$ cat config.mk
export PLATFORM = sky130hd
export DESIGN_NAME = mem_arbiter
export DESIGN_NICKNAME = d
export VERILOG_FILES = /design/src/rtl/mem_arbiter.sv
export SDC_FILE = /design/constraint.sdc
export NUM_CORES = 1
export LEC_CHECK = 0
export BUFFER_PORTS_ARGS = -buffer_cell sky130_fd_sc_hd__buf_2
export CAP_MARGIN = 15
export CORE_AREA = 2 2 106 108
export DETAILED_ROUTE_END_ITERATION = 8
export DIE_AREA = 0 0 108 110
export PLACE_DENSITY = 0.73
export SLEW_MARGIN = 20
export SYNTH_ARGS = -nofsm -noshare
export SYNTH_HDL_FRONTEND = slang
export SYNTH_SLANG_ARGS = --single-unit
$ cat constraint.sdc
create_clock -name clock -period 3.6 [get_ports clock]
set_clock_uncertainty 0.2 [all_clocks]
set_input_delay 0.54 -clock clock [delete_from_list [all_inputs] [get_ports clock]]
set_output_delay 0.54 -clock clock [all_outputs]
set_load 0.02 [all_outputs]
$ cat src/rtl/mem_arbiter.sv
// Two-port (fetch/data) arbiter in front of one shared memory port.
// Round-robin on ties, fixed access latency, misaligned data trapped.
module mem_arbiter #(
    parameter int unsigned LATENCY = 1
) (
    input  logic        clock,
    input  logic        reset,
    input  logic        i_req,
    input  logic [0:31] i_addr,
    output logic        i_ack,
    output logic [0:31] i_rdata,
    input  logic        d_req,
    input  logic        d_we,
    input  logic        d_byte,
    input  logic        d_half,
    input  logic        d_sext,
    input  logic [0:31] d_addr,
    input  logic [0:31] d_wdata,
    output logic        d_ack,
    output logic        d_err,
    output logic [0:31] d_rdata,
    output logic [0:31] mem_addr,
    output logic [0:31] mem_wdata,
    output logic        mem_we,
    output logic        mem_byte,
    output logic        mem_half_word,
    output logic        mem_sign_extend,
    input  logic [0:31] mem_rdata
);

    typedef enum logic [1:0] {
        IDLE,
        ACCESS,
        RESP
    } state_t;

    localparam logic [3:0] CNT_INIT = 4'(LATENCY - 1);

    state_t      state;
    logic [3:0]  cnt;
    logic        grant_d;
    logic        last_grant;
    logic        pick_d;
    logic        misaligned;

    // Tie goes to the port not served last; a lone requester always wins.
    always_comb begin
        pick_d = d_req;
        if (i_req && d_req) begin
            pick_d = ~last_grant;
        end
    end

    // Half-words need an even address, words need a 4-byte boundary.
    always_comb begin
        misaligned = 1'b0;
        if (d_half) begin
            misaligned = d_addr[31];
        end else if (!d_byte) begin
            misaligned = |d_addr[30:31];
        end
    end

    // Memory port follows the granted requester only while accessing.
    always_comb begin
        mem_addr        = '0;
        mem_wdata       = '0;
        mem_we          = 1'b0;
        mem_byte        = 1'b0;
        mem_half_word   = 1'b0;
        mem_sign_extend = 1'b0;
        if (state == ACCESS) begin
            if (grant_d) begin
                mem_addr        = d_addr;
                mem_wdata       = d_wdata;
                mem_we          = d_we && (cnt == 4'd0);
                mem_byte        = d_byte;
                mem_half_word   = d_half;
                mem_sign_extend = d_sext;
            end else begin
                mem_addr = i_addr;
            end
        end
    end

    // Arbitration FSM with registered acks and read-data holding registers.
    always_ff @(posedge clock or negedge reset) begin
        if (!reset) begin
            state      <= IDLE;
            cnt        <= '0;
            grant_d    <= 1'b0;
            last_grant <= 1'b1;
            i_ack      <= 1'b0;
            d_ack      <= 1'b0;
            d_err      <= 1'b0;
            i_rdata    <= '0;
            d_rdata    <= '0;
        end else begin
            i_ack <= 1'b0;
            d_ack <= 1'b0;
            d_err <= 1'b0;
            unique case (state)
                IDLE: begin
                    if (i_req || d_req) begin
                        grant_d    <= pick_d;
                        last_grant <= pick_d;
                        if (pick_d && misaligned) begin
                            state   <= RESP;
                            d_ack   <= 1'b1;
                            d_err   <= 1'b1;
                            d_rdata <= '0;
                        end else begin
                            state <= ACCESS;
                            cnt   <= CNT_INIT;
                        end
                    end
                end
                ACCESS: begin
                    if (cnt == 4'd0) begin
                        state <= RESP;
                        if (grant_d) begin
                            d_rdata <= mem_rdata;
                            d_ack   <= 1'b1;
                        end else begin
                            i_rdata <= mem_rdata;
                            i_ack   <= 1'b1;
                        end
                    end else begin
                        cnt <= cnt - 4'd1;
                    end
                end
                RESP: begin
                    state <= IDLE;
                end
                default: begin
                    state <= IDLE;
                end
            endcase
        end
    end

endmodule

Yosys cells after proc, flatten, opt, wreduce, memory -nomap -nowiden
Cells that the tools add are included.
{"block": "classes", "muxes": 37, "n_bitwise": 2, "eq_ne": 7, "add_sub_neg": 1, "reduce_logical": 13}
{"op": "$mux W32", "n": 8}
{"op": "$pmux W32 S2", "n": 1}
{"op": "$mux W1", "n": 19}
{"op": "$mux W4", "n": 3}
{"op": "$ne A2 B2 Y1 const B", "n": 5}
{"op": "$pmux W4 S2", "n": 1}
{"op": "$mux W2", "n": 3}
{"op": "$reduce_and A5 Y1", "n": 1}
{"op": "$logic_not A4 Y1", "n": 1}
{"op": "$pmux W2 S2", "n": 1}
{"op": "$reduce_and A2 Y1", "n": 2}
{"op": "$reduce_and A4 Y1", "n": 1}
{"op": "$sub A4 B1 Y4 const B", "n": 1}
{"op": "$logic_and A1 B1 Y1", "n": 3}
{"op": "$reduce_and A3 Y1", "n": 1}
{"op": "$eq A2 B1 Y1 const B", "n": 1}
{"op": "$logic_not A2 Y1", "n": 1}
{"op": "$ne A2 B1 Y1 const B", "n": 1}
{"op": "$not A1 Y1", "n": 2}
{"op": "$pmux W1 S2", "n": 1}
{"op": "$reduce_bool A2 Y1", "n": 1}
{"op": "$reduce_or A2 Y1", "n": 1}
{"op": "$logic_or A1 B1 Y1", "n": 1}
{"block": "word_totals", "wordCells": 69, "output_inout_bits": 135, "reg_bits": 75}

Depth between registers and ports, before layout
Gate-level depths: netlist of run 1.
{"block": "depth", "ltp_word": 7, "mapped_depth": 7, "depth_no_buf": 6}

Worst setup path after synthesis of run 1
No wires, ideal clock.
{"block": "synth_path", "kind": "register -> output", "startpoint": "reg cnt[0]", "endpoint": "out mem_we", "path_stages_with_launch": 6, "setup_slack_ns": 1.588, "required_ns": 2.860, "arrival_ns": 1.272, "cell_sequence": "dfrtp_1 > inv_1 > ha_1 > nor3b_4 > nand3_1 > nor2_1"}
{"block": "synth_between", "elab_chain_len": 4}
{"item": "start: declaration", "line_no": "40", "source": "logic [3:0] cnt;"}
{"item": "start signal: assignment", "line_no": "129", "source": "cnt <= cnt - 4'd1;"}
{"item": "$logic_not A4 Y1", "line_no": "76", "source": "mem_we = d_we && (cnt == 4'd0);"}
{"item": "$logic_and A1 B1 Y1", "line_no": "76"}
{"item": "$mux W1", "line_no": "73", "source": "if (grant_d) begin"}
{"item": "$mux W1", "line_no": "72", "source": "if (state == ACCESS) begin"}
{"item": "end: declaration", "line_no": "24", "source": "output logic mem_we,"}
Every way passes these cells.

Worst setup path in the final report of run 1
{"block": "layout_path", "startpoint": "reg grant_d", "endpoint": "out mem_addr[9] (netlist bit)"}
{"block": "layout_between", "elab_chain_len": 2}
{"item": "start: declaration", "line_no": "41", "source": "logic grant_d;"}
{"item": "start signal: assignment", "line_no": "105", "source": "grant_d <= pick_d;"}
{"item": "$mux W32", "line_no": "73"}
{"item": "$mux W32", "line_no": "72"}
{"item": "end: declaration", "line_no": "22", "source": "output logic [0:31] mem_addr,"}
Every way passes these cells.

==> impl_metrics.yaml, run 1 <==
run_status:
  outcome: "finished, final reports clean"
layout:
  drive_above_1_share_pct: 50.95
  final_area_mm2: 0.005633
  area_growth_syn_to_layout_pct: 42.33
  fin_nets: 764
  antenna_cells: 0
  fin_cells: 772
placement:
  postPlaceCellArea_mm2: 0.005384
  place_inst: 756
  gp_congestion: 0.7661
  post-dp-hpwl_mm: 8.660
  port_buffers: 270
route:
  vias: 3593
  drc: 0
  postRouteAntennaNets: 0
  via_per_inst: 4.654
  routedWlPerCell_um: 14.66
  dr.pass1.iters: 4
  drt_iter0_markers: 155
  wirelength_mm: 11.31
yosys:
  synth_warnings: 0
  synth_cell_types: 34
  synth_area_mm2: 0.003958
  avgSynthCellArea_um2: 10.78
  synth_seq_cells: 75
  synth_area_leaders: "dfrtp_1 47%, mux2i_1 16%, mux2_4 7.6%"
  synth_edf_count: 0
  synth_flop_cell: "dfrtp_1"
  synth_most_common_cell: "dfrtp_1"
  syn_nets: 504
  synth_top_area_share_pct: 46.79
  synthTopCellsByCount: "74 x dfrtp_1, 64 x mux2i_1, 38 x inv_1"
  async_flop_share_pct: 100.0
  ys_seq_area_share_pct: 47.45
  yosysTopAreaCell: "dfrtp_1"
  syn_inst: 367
clocking:
  cts.clk_slew.worst_paths_ns: 0.08
  clock_latency_ns: 0.35
  cts_inserted_buffers: 9
  clock_path_buffers: 2
  cts_tree: "done"
  cts_max_level: 3
  cts_resized: 0
  root_buffer: "clkbuf_8"
  cts_setup_buffers: 0
  clock_sinks: 75
  holdBufCountCts: 0
timing:
  holdWs_ns: 0.1453
  worstMarginPinSlew_ns: 0.9355
  max_slew_margin_pct: 37.64
  hold_viol: 0
  rsz0062_at_grt: "no"
  fin_setup_tns_ns: 0
  min_period_ns: 2.891
  clock.fmax_mhz: 345.9
  setup_viol: 0
  slew_violations: 0
  fin_crit_sh_pct: 80.30
pwr:
  powerDensity_mw_per_mm2: 897.0
  vdd_drop_max_mv: 0.5482
  p_leak_nw: 3.244
global_route:
  use_met3_pct: 3.057
  grt-ovfl-total: 0
  grt_usage_pct: 18.58
  grt_max_degree: 76
  use_met1_pct: 24.40
  grt_antenna_before_repair: 0
  busiest_layer: "met2"
  grt_pass1_wl_mm: 17.24
  first_global_vias: 3499
  met2_usage_pct: 31.04
floorplanning:
  dieArea_mm2: 0.01188
  core_area_mm2: 0.01070
  pin_count: 271
  die_y_um: 110
  initial_core_util_pct: 36.99
  die_x_um: 108
  rows: 38
critical_path:
  cp_data_arrival_time_ns: 2.15
  crit_type: "register to primary output"
  cp.required_ns: 2.86
  end_kind: "primary output"
  reg2regPathDepth: 6
  crit_fanout: 43
  start_kind: "register"
job:
  maxCapViolCount: 0
min_path:
  min_path_type: "input pin to asynchronous set/reset pin"
where the power goes:
part           internal, W  switching [W]
registers          0.00120       0.000260
logic              0.00113        0.00165
clock network     0.000484       0.000324
total              0.00281        0.00224
metrics by stage:
stage / util [%] / power, W / setup slack, ns
6_report: 52.65 / 0.005053 / 0.7092
5_1_grt: 52.65 / 0.005412 / 0.5401
3_3_place_gp: 50.33 / 0.004206 / 1.148
2_1_floorplan: - / 0.003434 / 1.588
4_1_cts: 52.65 / 0.005123 / 0.6883
3_5_place_dp: 50.33 / 0.004297 / 1.077
per-layer routing:
metal	up-vias	wire, um
li1	1737	-
met1	1687	4727
met2	157	5704
met3	12	729
met4	0	152
met5	-	0
area by class of cell:
| class | instances | area [um^2] |
|---|---|---|
| fill | 995 | 5065 |
| sequential | 75 | 1879 |
| multi-input combinational | 228 | 1783 |
| timing repair buffer | 275 | 1404 |
| tap | 140 | 175.2 |
| inverter | 38 | 142.6 |
| clock buffer | 11 | 141.4 |
| clock inverter | 5 | 107.6 |
cell usage in the layout, fill, tap and decap left out, drive strengths merged:
cell type	n
nor3	2
mux2	32
dfstp	1
mux2i	64
bufinv	3
and3	35
nand2	37
nor2b	2
ha	1
o221ai	1
o2bb2ai	1
nand3	2
nor3b	1
a21oi	1
nor2	37
clkinv	1
o21a	1
o32ai	1
nand3b	1
buf	275
or3	1
nand2b	2
o2111ai	1
o21ai	3
clkbuf	11
a211oi	1
a221o	1
inv	39
dfrtp	74
state kept, by name (all words and copies together) (netlist names):
name	flops
last_grant	1
cnt	4
d_ack	1
i_rdata	32
state	2
grant_d	1
i_ack	1
d_err	1
d_rdata	32
final timing paths:
| check | from | end | slack (ns) |
|---|---|---|---|
| setup / recovery | grant_d | mem_addr[9] | 0.71 |
| hold / removal | reset | i_rdata[16] | 0.15 |
| setup reg to reg | cnt[0] | i_rdata[9] | 1.19 |
| hold reg to reg | i_rdata[12] | i_rdata[12] | 0.29 |
| max in group asynchronous | reset | grant_d | 2.41 |
| min in group clock | mem_rdata[17] | i_rdata[17] | 0.22 |
critical path: stages (launching register included):
cell	delay, ns
dfrtp_2	0.83
buf_4	0.49
mux2i_1	0.26
nor2_1	0.05
buf_2	0.17
kinds of logic (layout without fill, tap and decap cells):
group	after synthesis	count (layout)	share of synthesized area (%)
adders and majority gates	1	1	0.3161
and+or+nand+nor	120	120	15.05
buffers and inverters	64	329	7.683
AOI/OAI and AO/OA	11	11	2.308
muxes	96	96	27.19
DFF	75	75	47.46
Power figures use the tool's default switching activity.
==> inputs of run 2 (changes only) <==
ABC_AREA = 1   (was unset)
CORE_AREA = unset   (was 2 2 106 108)
CORE_MARGIN = 2   (was unset)
CORE_UTILIZATION = 38   (was unset)
DIE_AREA = unset   (was 0 0 108 110)
PLACE_DENSITY = 0.78   (was 0.73)
clock period = 2.4 ns   (was 3.6 ns; I/O delays follow)
==> run 2 against run 1 <==
Net effect:
- first-iteration DRC count grew 88%
- worst setup slack lost 0.55 ns
- synthesized cell count grew 36%
- core utilization grew 2.1 points
- non-clock buffer count grew 7
- clock-buffer cell count is the same
- die area shrank 6.1%
- register-to-register slack lost 0.61 ns
==> impl_metrics.yaml, run 2 <==
critical_path:
  regToRegSetupSlack_ns: 0.58
  start_kind: "register"
  reg2regPathDepth: 8
  cp.required_ns: 1.84
  rr_startpoint: "cnt[0]"
  crit_fanout: 30
  cp_data_arrival_time_ns: 1.68
  end_kind: "primary output"
  crit_type: "register to primary output"
  timing.rr.end: "d_rdata[11]"
timing:
  min_period_ns: 2.245
  fin_setup_tns_ns: 0
  hold_viol: 0
  setup_viol: 0
  clock.fmax_mhz: 445.5
  fin_ws_ns: 0.1554
  holdWs_ns: 0.06836
  max_slew_margin_pct: 69.55
  slew_violations: 0
  worstMarginPinSlew_ns: 0.4568
  fin_crit_sh_pct: 93.52
  rsz0062_at_grt: "no"
route:
  dr_wl_met3_mm: 1.092
  wirelength_mm: 14.76
  drt_iter0_markers: 292
  via_per_inst: 4.788
  routed.top_layer: "met4"
  wl_met1_mm: 5.486
  drc: 0
  vias: 4300
  postRouteAntennaNets: 0
  routedWlPerCell_um: 16.44
  dr.pass1.iters: 4
  wl_met2_mm: 7.444
floorplanning:
  die_y_um: 105.6
  pin_count: 271
  dieArea_mm2: 0.01116
  rows: 37
  die_x_um: 105.6
  core_area_mm2: 0.01018
  initial_core_util_pct: 38.55
layout:
  antenna_cells: 0
  multiInputGateArea_mm2: 0.001672
  fillers: 1047
  reg_top3: "d_rdata x32, i_rdata x32, cnt x4"
  area_growth_syn_to_layout_pct: 42.03
  final_common_cell: "buf_2"
  regArea_mm2: 0.001878
  final_area_mm2: 0.005577
  drive_above_1_share_pct: 43.18
  final_cell_mix: "269 x buf_2, 153 x nand2_1, 75 x nor2_1"
  fin_nets: 894
yosys:
  synth_top_area_share_pct: 47.16
  synth_most_common_cell: "nand2_1"
  synth_edf_count: 0
  syn_inst: 498
  synth_seq_cells: 75
  synth_warnings: 0
  syn_nets: 635
  async_flop_share_pct: 100.0
  synthTopCellsByCount: "153 x nand2_1, 75 x nor2_1, 74 x dfrtp_1"
  synth_area_mm2: 0.003926
  synth_cell_types: 23
  avgSynthCellArea_um2: 7.884
  ys_seq_area_share_pct: 47.83
  synth_area_leaders: "dfrtp_1 47%, nand2_1 15%, nor2_1 7.2%"
  yosysTopAreaCell: "dfrtp_1"
  synth_flop_cell: "dfrtp_1"
global_route:
  grt_antenna_before_repair: 0
  grt_max_degree: 66
  first_global_vias: 4057
  grt-ovfl-total: 0
  grt_usage_pct: 25.99
  grt_pass1_wl_mm: 22.18
min_path:
  min_path_type: "input pin to register"
  min_to: "i_rdata[17]"
  hold_depth: 3
  hp-start: "mem_rdata[17]"
pwr:
  p_leak_nw: 3.434
  power_w: 0.007718
  vdd_drop_max_mv: 0.6081
  powerDensity_mw_per_mm2: 1384
clocking:
  cts_setup_buffers: 0
  clock_latency_ns: 0.33
  cts_inserted_buffers: 9
  root_buffer: "clkbuf_8"
  clock_sinks: 75
  cts.clk_slew.worst_paths_ns: 0.09
  cts_tree: "done"
  cts_max_level: 3
  clock_path_buffers: 2
placement:
  postPlaceCellArea_mm2: 0.005358
  gp_congestion: 0.8633
  port_buffers: 270
  post-dp-hpwl_mm: 11.54
  post-place-ws_ns: 0.4015
run_status:
  outcome: "finished, final reports clean"
job:
  maxCapViolCount: 0
-- run 2: per-stage QoR --
step	utilization, %	instances
2_1_floorplan	-	498
3_3_place_gp	52.60	881
3_5_place_dp	52.60	881
4_1_cts	54.68	898
5_1_grt	54.75	898
6_report	54.75	898
-- run 2: worst max-delay path, stage by stage (launching register included) --
cell     delay [ns]
dfrtp_1        0.41
nor2_4         0.13
inv_2          0.08
nor2_4         0.14
buf_6          0.25
a22o_1         0.17
buf_2          0.17
-- run 2: power by group --
part | leakage [nW] | internal (W) | switching (W) | total [W]
clock network | 0.0999 | 0.000513 | 0.000480 | 0.000993
registers | 0.957 | 0.00187 | 0.000320 | 0.00219
logic | 2.38 | 0.00152 | 0.00301 | 0.00454
total | 3.43 | 0.00390 | 0.00381 | 0.00772
-- run 2: cell type report --
type / count / share of cell area, %
repair buffers: 282 / 26.52
flip-flops and latches: 75 / 33.68
clock inverters: 5 / 1.077
well taps: 136 / 3.051
clock buffers: 11 / 2.535
multi-input cells: 342 / 29.98
inverters: 47 / 3.164
-- run 2: logic make-up (layout without fill, tap and decap cells) --
logic type	count (synthesis)	count (layout)	share of synthesized area, %
and+or+nand+nor	273	273	28.39
buffers and inverters	81	345	9.719
DFF	75	75	47.83
AOI/OAI and AO/OA	67	67	13.51
adders and majority gates	1	1	0.3186
xor gates and xnor gates	1	1	0.2231
-- run 2: worst max path at each step --
| stage | from | cells past startpoint | endpoint |
|---|---|---|---|
| after floorplan | cnt[0] | 7 | mem_we |
| after global placement | state[0] | 6 | mem_wdata[6] |
| after detailed placement | state[0] | 6 | mem_wdata[6] |
| after CTS | state[0] | 6 | mem_wdata[6] |
| after global routing | cnt[0] | 7 | mem_we |
| final | state[1] | 6 | mem_addr[9] |
-- run 2: metal layers --
layer | up-vias | global-route usage (%)
met1 | 1998 | 30.38
met3 | 33 | 5.628
li1 | 2081 | -
met5 | - | 0
met4 | 0 | 13.72
met2 | 188 | 44.56
-- run 2: repair_timing --
action                     in CTS  in global routing
hold buffers                    1                  0
setup endpoints to repair       0                 13
gates resized for setup         0                  3
hold endpoints to repair       31                  0
